$ cat config.mk
export PLATFORM = sky130hd
export DESIGN_NAME = fetch_sequencer
export DESIGN_NICKNAME = d
export VERILOG_FILES = /design/src/rtl/nandy_pkg.sv /design/src/rtl/pc_incr.sv /design/src/rtl/fetch_sequencer.sv
export SDC_FILE = /design/constraint.sdc
export NUM_CORES = 1
export LEC_CHECK = 0
export ABC_AREA = 1
export CORE_MARGIN = 3
export CORE_UTILIZATION = 45
export DETAILED_ROUTE_END_ITERATION = 7
export GPL_TIMING_DRIVEN = 0
export HOLD_SLACK_MARGIN = 0.06
export PLACE_DENSITY_LB_ADDON = 0.15
export SETUP_SLACK_MARGIN = 0.5
export SYNTH_ARGS = -nofsm -noshare
export SYNTH_HDL_FRONTEND = slang
export SYNTH_HIERARCHICAL = 1
export SYNTH_SLANG_ARGS = --single-unit
export TNS_END_PERCENT = 1
$ cat constraint.sdc
create_clock -name clk -period 5.64 [get_ports clk]
set_input_delay 1.41 -clock clk [delete_from_list [all_inputs] [get_ports clk]]
set_output_delay 1.41 -clock clk [all_outputs]
set_load 0.005 [all_outputs]
$ cat src/rtl/nandy_pkg.sv
// Shared definitions for the fetch sequencer: state encoding, PC width
// and the address the sequencer restarts from after reset.
package nandy_pkg;

  localparam int PC_W = 16;
  localparam logic [PC_W-1:0] RESET_VEC = 16'h0000;

  typedef enum logic [1:0] {
    FETCH = 2'b00,
    EXEC0 = 2'b01,
    EXEC1 = 2'b10
  } state_t;

endpackage

$ cat src/rtl/pc_incr.sv
// PC incrementer built as a ripple of half adders, matching the
// gate-level style of the rest of the machine. The carry out of the top
// bit is dropped so 0xFFFF wraps to 0x0000.
module pc_incr
  import nandy_pkg::*;
(
  input  logic [PC_W-1:0] a,
  output logic [PC_W-1:0] sum
);

  logic [PC_W-1:0] chain;

  assign chain[0] = 1'b1;

  for (genvar i = 0; i < PC_W; i++) begin : g_ha
    assign sum[i] = a[i] ^ chain[i];
    if (i < PC_W - 1) begin : g_carry
      assign chain[i+1] = a[i] & chain[i];
    end
  end

endmodule

$ cat src/rtl/fetch_sequencer.sv
// Fetch/execute sequencer: fetches one instruction byte per instruction,
// then runs one or two execute cycles (two when inst[7] is set). It owns
// the PC, the instruction register and the carry flag.
module fetch_sequencer
  import nandy_pkg::*;
(
  input  logic            clk,
  input  logic            rst,
  output logic            imem_req,
  output logic [PC_W-1:0] imem_addr,
  input  logic            imem_ack,
  input  logic [7:0]      imem_data,
  output logic [7:0]      inst,
  output logic            cycle,
  output logic            exec,
  output logic            carry,
  input  logic            carry_in,
  input  logic            wc_en,
  input  logic            jump_en,
  input  logic [PC_W-1:0] jump_target,
  input  logic            mem_stall,
  output logic [PC_W-1:0] pc_link
);

  state_t          state;
  state_t          state_next;
  logic [PC_W-1:0] pc;
  logic [PC_W-1:0] pc_plus1;
  logic            fetch_done;
  logic            exec_commit;

  pc_incr u_pc_incr (
    .a   (pc),
    .sum (pc_plus1)
  );

  // A fetch completes when memory acknowledges in FETCH; execute-side
  // strobes only act in EXEC0 or in an EXEC1 cycle that is not stalled.
  assign fetch_done  = (state == FETCH) && imem_ack;
  assign exec_commit = (state == EXEC0) || ((state == EXEC1) && !mem_stall);

  assign imem_addr = pc;
  assign pc_link   = pc;

  // State register.
  always_ff @(posedge clk) begin
    if (rst) state <= FETCH;
    else     state <= state_next;
  end

  // Next-state logic: long instructions take EXEC1, which stalls on memory.
  always_comb begin
    state_next = state;
    case (state)
      FETCH:   state_next = imem_ack ? EXEC0 : FETCH;
      EXEC0:   state_next = inst[7] ? EXEC1 : FETCH;
      EXEC1:   state_next = mem_stall ? EXEC1 : FETCH;
      default: state_next = FETCH;
    endcase
  end

  // Output decode from the current state.
  always_comb begin
    imem_req = 1'b0;
    exec     = 1'b0;
    cycle    = 1'b0;
    case (state)
      FETCH:   imem_req = 1'b1;
      EXEC0:   exec     = 1'b1;
      EXEC1: begin
        exec  = 1'b1;
        cycle = 1'b1;
      end
      default: imem_req = 1'b1;
    endcase
  end

  // PC: advance on a completed fetch, load the jump target on a committed jump.
  always_ff @(posedge clk) begin
    if (rst)                         pc <= RESET_VEC;
    else if (fetch_done)             pc <= pc_plus1;
    else if (exec_commit && jump_en) pc <= jump_target;
  end

  // Instruction register captures the fetched byte.
  always_ff @(posedge clk) begin
    if (rst)             inst <= 8'h00;
    else if (fetch_done) inst <= imem_data;
  end

  // Carry flag takes the ALU carry on a committed write-carry strobe.
  always_ff @(posedge clk) begin
    if (rst)                       carry <= 1'b0;
    else if (exec_commit && wc_en) carry <= carry_in;
  end

endmodule

### After elaboration in Yosys (flattened, before gate mapping)

Index checks and enable logic that the tools add are counted.

| operators by class | value |
|---|---|
| eq/ne operators | 2 |
| muxes and demuxes | 9 |
| bitwise logic cells | 30 |
| reduce and logical (&&, ||, !) cells | 9 |

Operators by type and width:

| kind | number |
|---|---|
| $mux 16 | 2 |
| $xor 1x1->1 | 15 |
| $and 1x1->1 | 14 |
| $pmux 2 s3 | 1 |
| $logic_and 1x1->1 | 4 |
| $mux 1 | 4 |
| $mux 2 | 2 |
| $eq 2x1->1 const B | 1 |
| $eq 2x2->1 const B | 1 |
| $logic_not 2->1 | 1 |
| $reduce_bool 2->1 | 1 |
| $reduce_or 2->1 | 1 |
| $logic_not 1->1 | 1 |
| $logic_or 1x1->1 | 1 |
| $not 1->1 | 1 |

| storage, ports and cells | value |
|---|---|
| register bits after elaboration | 27 |
| input bits | 31 |

### Depth between registers and ports, before layout

| logic depth | value |
|---|---|
| word-level depth | 16 |
| gate-level depth with buffers | 21 |
| depth with buffers taken out | 21 |

### By module

The synthesis kept the hierarchy.

Modules (own cells, without submodules):

| module | times used | area each (um2) | cells an instance | sequential area each (um2) |
|---|---|---|---|---|
| fetch_sequencer | 1 | 1541.5 | 232 | 540.5 |
| pc_incr | 1 | 197.7 | 20 | 0.0 |

### Worst setup path before layout

No wires, ideal clock.

| path | value |
|---|---|
| path kind | register -> register |
| start | reg pc[0], in the netlist imem_addr[0] |
| end | reg pc[15], in the netlist imem_addr[15] |
| stages on the path, launching flop included | 21 |
| period minus slack after synthesis | 3.221 ns |
| arrival | 3.106 ns |
| required time | 5.525 ns |
| setup slack | 2.419 ns |
| buffers on the path | 0 |
| path through | dfxtp_1 > ha_1 > ha_1 > ha_1 > ha_1 > ha_1 > ha_1 > ha_1 > ha_1 > ha_1 > ha_1 > ha_1 > ha_1 > ha_1 > ha_1 > nand2_1 > nand2_1 > nand2_1 > nand2_1 > a21oi_1 > nor2_1 |

| on the way | value |
|---|---|
| longest elaborated chain between the ends | 16 |

Ends and longest elaborated chain:

| element | RTL line | RTL |
|---|---|---|
| start, declared | fetch_sequencer.sv:27 | `logic [PC_W-1:0] pc;` |
| start signal, assigned | fetch_sequencer.sv:81 | `else if (fetch_done) pc <= pc_plus1;` |
| start signal, assigned | fetch_sequencer.sv:82 | `else if (exec_commit && jump_en) pc <= jump_target;` |
| $and 1x1->1 (14 in series) | pc_incr.sv:18 | `assign chain[i+1] = a[i] & chain[i];` |
| $xor 1x1->1 | pc_incr.sv:16 | `assign sum[i] = a[i] ^ chain[i];` |
| via pc_plus1[15] | fetch_sequencer.sv:28 | `logic [PC_W-1:0] pc_plus1;` |
| $mux 16 | fetch_sequencer.sv:81 |  |

The timed path passes the listed nets, and every way through them passes these cells.
A chain may end at the register's enable or synchronous reset.

### Worst setup path in the final report

Same ends and word-level chain as after synthesis.

==> impl_summary.md <==
Detailed routing
In the final routed layout, each cell accounts on average for 11.2 um. The number of remaining DRC errors is 0. The count of vias placed by the detailed router is 1,757. The post-route antenna net violation count is 0. The routed design has approximately 4.2 mm of wire. The vias per cell is ~4.7. The initial DRC count is 70.

The first TritonRoute pass finished after 4 iterations.

Synthesis
The mapped cell area is about 1700 um2. The Yosys step of the flow raised 6 warnings. Ranked by total cell area, the synthesized netlist is headed by sky130_fd_sc_hd__dfxtp_1 31%, sky130_fd_sc_hd__nand2_1 16%, sky130_fd_sc_hd__ha_1 13%.

The share of the Yosys chip area taken by registers is 0.311. The number of library cell types mapped by synthesis is 16. A synthesized cell averages between 6 and 7 um2. The fraction of synthesized cell area taken by the top area cell type is 0.311.

The total nets after synthesis is between 300 and 400. The number of flip-flops and latches in the synthesized netlist is 27. The cell count after synthesis came out at about 250. The biggest area contributor in the post-synthesis netlist is sky130_fd_sc_hd__dfxtp_1.

Clock network
The clock tree from TritonCTS is yes. The maximum buffer depth of the clock tree is 2. The buffer type at the clock tree root is sky130_fd_sc_hd__clkbuf_8. Once the clock tree was built, the setup fixing pass inserted 0 buffers. The sink count of the clock tree is 27. The TritonCTS buffer count is 3. The clock slew seen by the registers of the worst setup and hold paths is about 90 ps. The H-tree depth is 1.

Clock latency on the worst-skew pair, taken at its later pin, is around 270 ps. The count of cells resized by post-cts repair is 0. Hold repair after CTS inserted 0 buffers.

Timing
The share of the cycle needed by the critical path after routing is 0.614. The final-report setup violation count is 0. The accumulated negative setup slack is 0 ps. The hold violation total from the final report came to 0. In this run the tightest slew margin relative to its limit is 0.697. The transition time at the pin with the least slew margin is ~450 ps.

The post-route clock skew is around 2.7 ps. Static timing analysis puts the maximum clock frequency at between 200 and 300 MHz. Setup repair after global routing left no endpoint under its margin. The number of slew-limit violations in the final report was 0. The worst path in the final design needs a cycle of between 3000 and 4000 ps, including I/O delays and setup. Final hold analysis gives a worst-case slack of roughly 460 ps.

Final layout
The library cell used most frequently in the layout, excluding fill and tap cells, is sky130_fd_sc_hd__clkdlybuf4s50_1. The area growth from synthesis to layout is 48.6%. The final net count is between 300 and 400.

The repair_antennas step left the layout with diodes totalling 0. The proportion of layout cells with a drive suffix above 1 is 0.112. Leaving out fill and tap cells, the most frequent cells in the layout are 74 x sky130_fd_sc_hd__clkdlybuf4s50_1, 72 x sky130_fd_sc_hd__nand2_1, 33 x sky130_fd_sc_hd__nor2_1.

Floorplan
The floorplan step defined a core boundary enclosing approximately 3500 um2. The number of cell rows is 21. The number of top-level design ports is between 70 and 80. The die outline area is around 4600 um2. The die is 68.2 um tall. The initial utilization of the core area, before any placement, comes to 0.494. The horizontal extent of the die is between 60 and 70 um.

Pwr
The leakage power figure is between 1 and 1.5 nW. The maximum vdd drop is about 0.16 mV. In this run the power density over the cells is 200 nW/um2.

Worst setup path
STA classifies the critical path startpoint as a flop. The critical path's most frequent cell is sky130_fd_sc_hd__ha_1. For this run, the slowest stage of the critical path takes 370 ps.

The count of buffering cells on the critical path with inverters included is 0. Walking the worst path, the cells encountered are ha_1 > ha_1 > ha_1 > ha_1 > ha_1 > ha_1 > ha_1 > ha_1 > ha_1 > ha_1 > ha_1 > ha_1 > ha_1 > ha_1 > nand2_1 > nand2_1 > nand2_1 > nand2_1 > a21oi_1 > nor2_1. Of all nets on the critical path, the largest fanout is 5. The data arrival at the endpoint of the critical path is 3640 ps.

The category of the worst setup path capture point is a flop. The terminus of the critical flop-to-flop path is imem_addr[15]$_SDFFE_PP0P_. The worst-path cell with the longest stage delay is sky130_fd_sc_hd__dfxtp_1.

For the worst setup path, the data required time is 5820 ps. The worst register-to-register path has a setup slack of ~2200 ps. The depth of the worst register-to-register path is 20. The startpoint of the worst-slack reg-to-reg timing path is imem_addr[0]$_SDFFE_PP0P_. The category of cells accounting for the largest share of critical-path delay is adder cells. The category of the most critical setup path is flop to flop.

Status
The run finished with clean final reports.

Placed design
The estimated wirelength of the detail-placed design is ~3.3 mm. The total of buffers placed on input and output ports is 74. The routability congestion estimate is 0.749.

Min path
The startpoint identified for the worst hold timing path is carry$_SDFFE_PP0P_. The number of cells on the worst hold path is 2. The worst hold path terminates at carry$_SDFFE_PP0P_. The class of the most critical hold timing path is flop to flop.

Global routing
The final global-route overflow total is 0. The largest net degree at the start of global routing is 16. The initial antenna violation count is 0. The via count of the first global-routing pass is 1,642. The first-pass GRT wire length is 6.94 mm.

In the global route stage, overall resource usage came out at 0.196.

Run
Max-cap violations in this run came to 0.
==> sequential cells by signal (all words and copies together) (netlist names) <==
| signal | flops |
|---|---|
| inst | 8 |
| carry | 1 |
| state | 2 |
| imem_addr | 16 |
==> worst max-delay path by stage <==
stage	start	end	slack, ps	cells after the start
floorplan	imem_addr[0]$_SDFFE_PP0P_	imem_addr[15]$_SDFFE_PP0P_	2420	20
global placement	imem_addr[0]$_SDFFE_PP0P_	imem_addr[15]$_SDFFE_PP0P_	2240	20
global route	imem_addr[0]$_SDFFE_PP0P_	imem_addr[15]$_SDFFE_PP0P_	2000	20
finish	imem_addr[0]$_SDFFE_PP0P_	imem_addr[15]$_SDFFE_PP0P_	2180	20
detailed placement	imem_addr[0]$_SDFFE_PP0P_	imem_addr[15]$_SDFFE_PP0P_	2210	20
CTS	imem_addr[0]$_SDFFE_PP0P_	imem_addr[15]$_SDFFE_PP0P_	2190	20
==> cells in the mapped netlist <==
master	number
sky130_fd_sc_hd__nand2_1	72
sky130_fd_sc_hd__nor2_1	33
sky130_fd_sc_hd__dfxtp_1	27
sky130_fd_sc_hd__inv_1	25
sky130_fd_sc_hd__a21oi_1	18
sky130_fd_sc_hd__ha_1	18
sky130_fd_sc_hd__buf_4	17
sky130_fd_sc_hd__nand3_1	17
sky130_fd_sc_hd__buf_6	8
sky130_fd_sc_hd__o21ai_0	8
sky130_fd_sc_hd__buf_2	3
sky130_fd_sc_hd__nand2_2	2
sky130_fd_sc_hd__clkbuf_1	1
sky130_fd_sc_hd__inv_2	1
sky130_fd_sc_hd__nand2_4	1
sky130_fd_sc_hd__or2_2	1
==> power breakdown <==
| part | switching (mW) | internal [mW] |
|---|---|---|
| combinational | 0.0708 | 0.113 |
| sequential | 0.0158 | 0.208 |
| clock | 0.0610 | 0.0496 |
| total | 0.148 | 0.370 |
==> logic make-up (layout without fill, tap and decap cells) <==
family,after synthesis,count (layout),share of synthesized area
buffers and inverters,55,133,0.192
adders and majority gates,18,18,0.129
AOI/OAI and AO/OA,26,26,0.0748
and+or+nand+nor,126,126,0.293
DFF,27,27,0.311
==> final cells by class <==
class	count	area, um2
flip-flops and latches	27	541
inverters	26	97.6
repair buffers	74	741
multi-input cells	170	865
fillers	318	937
clock buffers	3	41.3
well taps	46	57.6
plain buffers	29	236
clock inverters	1	5.00
==> layer usage <==
metal  track usage  share of wire  vias to the layer above  wire, um
li1              -              -                      919         -
met1         0.221           0.42                      783      1790
met2         0.360           0.50                       53      2130
met3        0.0525          0.066                        2       277
met4        0.0521         0.0073                        0        31
met5             0              0                        -         0
==> per-stage QoR <==
| stage | area [um2] | setup slack (ps) | power [mW] | instances | util |
|---|---|---|---|---|---|
| after floorplan | 1740 | 2420 | 0.317 | 252 | - |
| after global placement | 2540 | 2240 | 0.407 | 372 | 0.721 |
| after detailed placement | 2540 | 2210 | 0.413 | 372 | 0.721 |
| after CTS | 2580 | 2190 | 0.525 | 376 | 0.734 |
| after global routing | 2580 | 2000 | 0.552 | 376 | 0.734 |
| final | 2580 | 2180 | 0.517 | 376 | 0.734 |
==> worst reg2reg max path, cell delays in order (launching register included) <==
cell and delay, ps:
sky130_fd_sc_hd__dfxtp_1 370, sky130_fd_sc_hd__ha_1 230, sky130_fd_sc_hd__ha_1 190, sky130_fd_sc_hd__ha_1 180, sky130_fd_sc_hd__ha_1 180, sky130_fd_sc_hd__ha_1 180
sky130_fd_sc_hd__ha_1 180, sky130_fd_sc_hd__ha_1 180, sky130_fd_sc_hd__ha_1 180, sky130_fd_sc_hd__ha_1 180, sky130_fd_sc_hd__ha_1 190, sky130_fd_sc_hd__ha_1 190
sky130_fd_sc_hd__ha_1 190, sky130_fd_sc_hd__ha_1 190, sky130_fd_sc_hd__ha_1 190, sky130_fd_sc_hd__nand2_1 60, sky130_fd_sc_hd__nand2_1 50, sky130_fd_sc_hd__nand2_1 50
sky130_fd_sc_hd__nand2_1 40, sky130_fd_sc_hd__a21oi_1 110, sky130_fd_sc_hd__nor2_1 60
No activity file was read; power rests on OpenSTA's default activity.
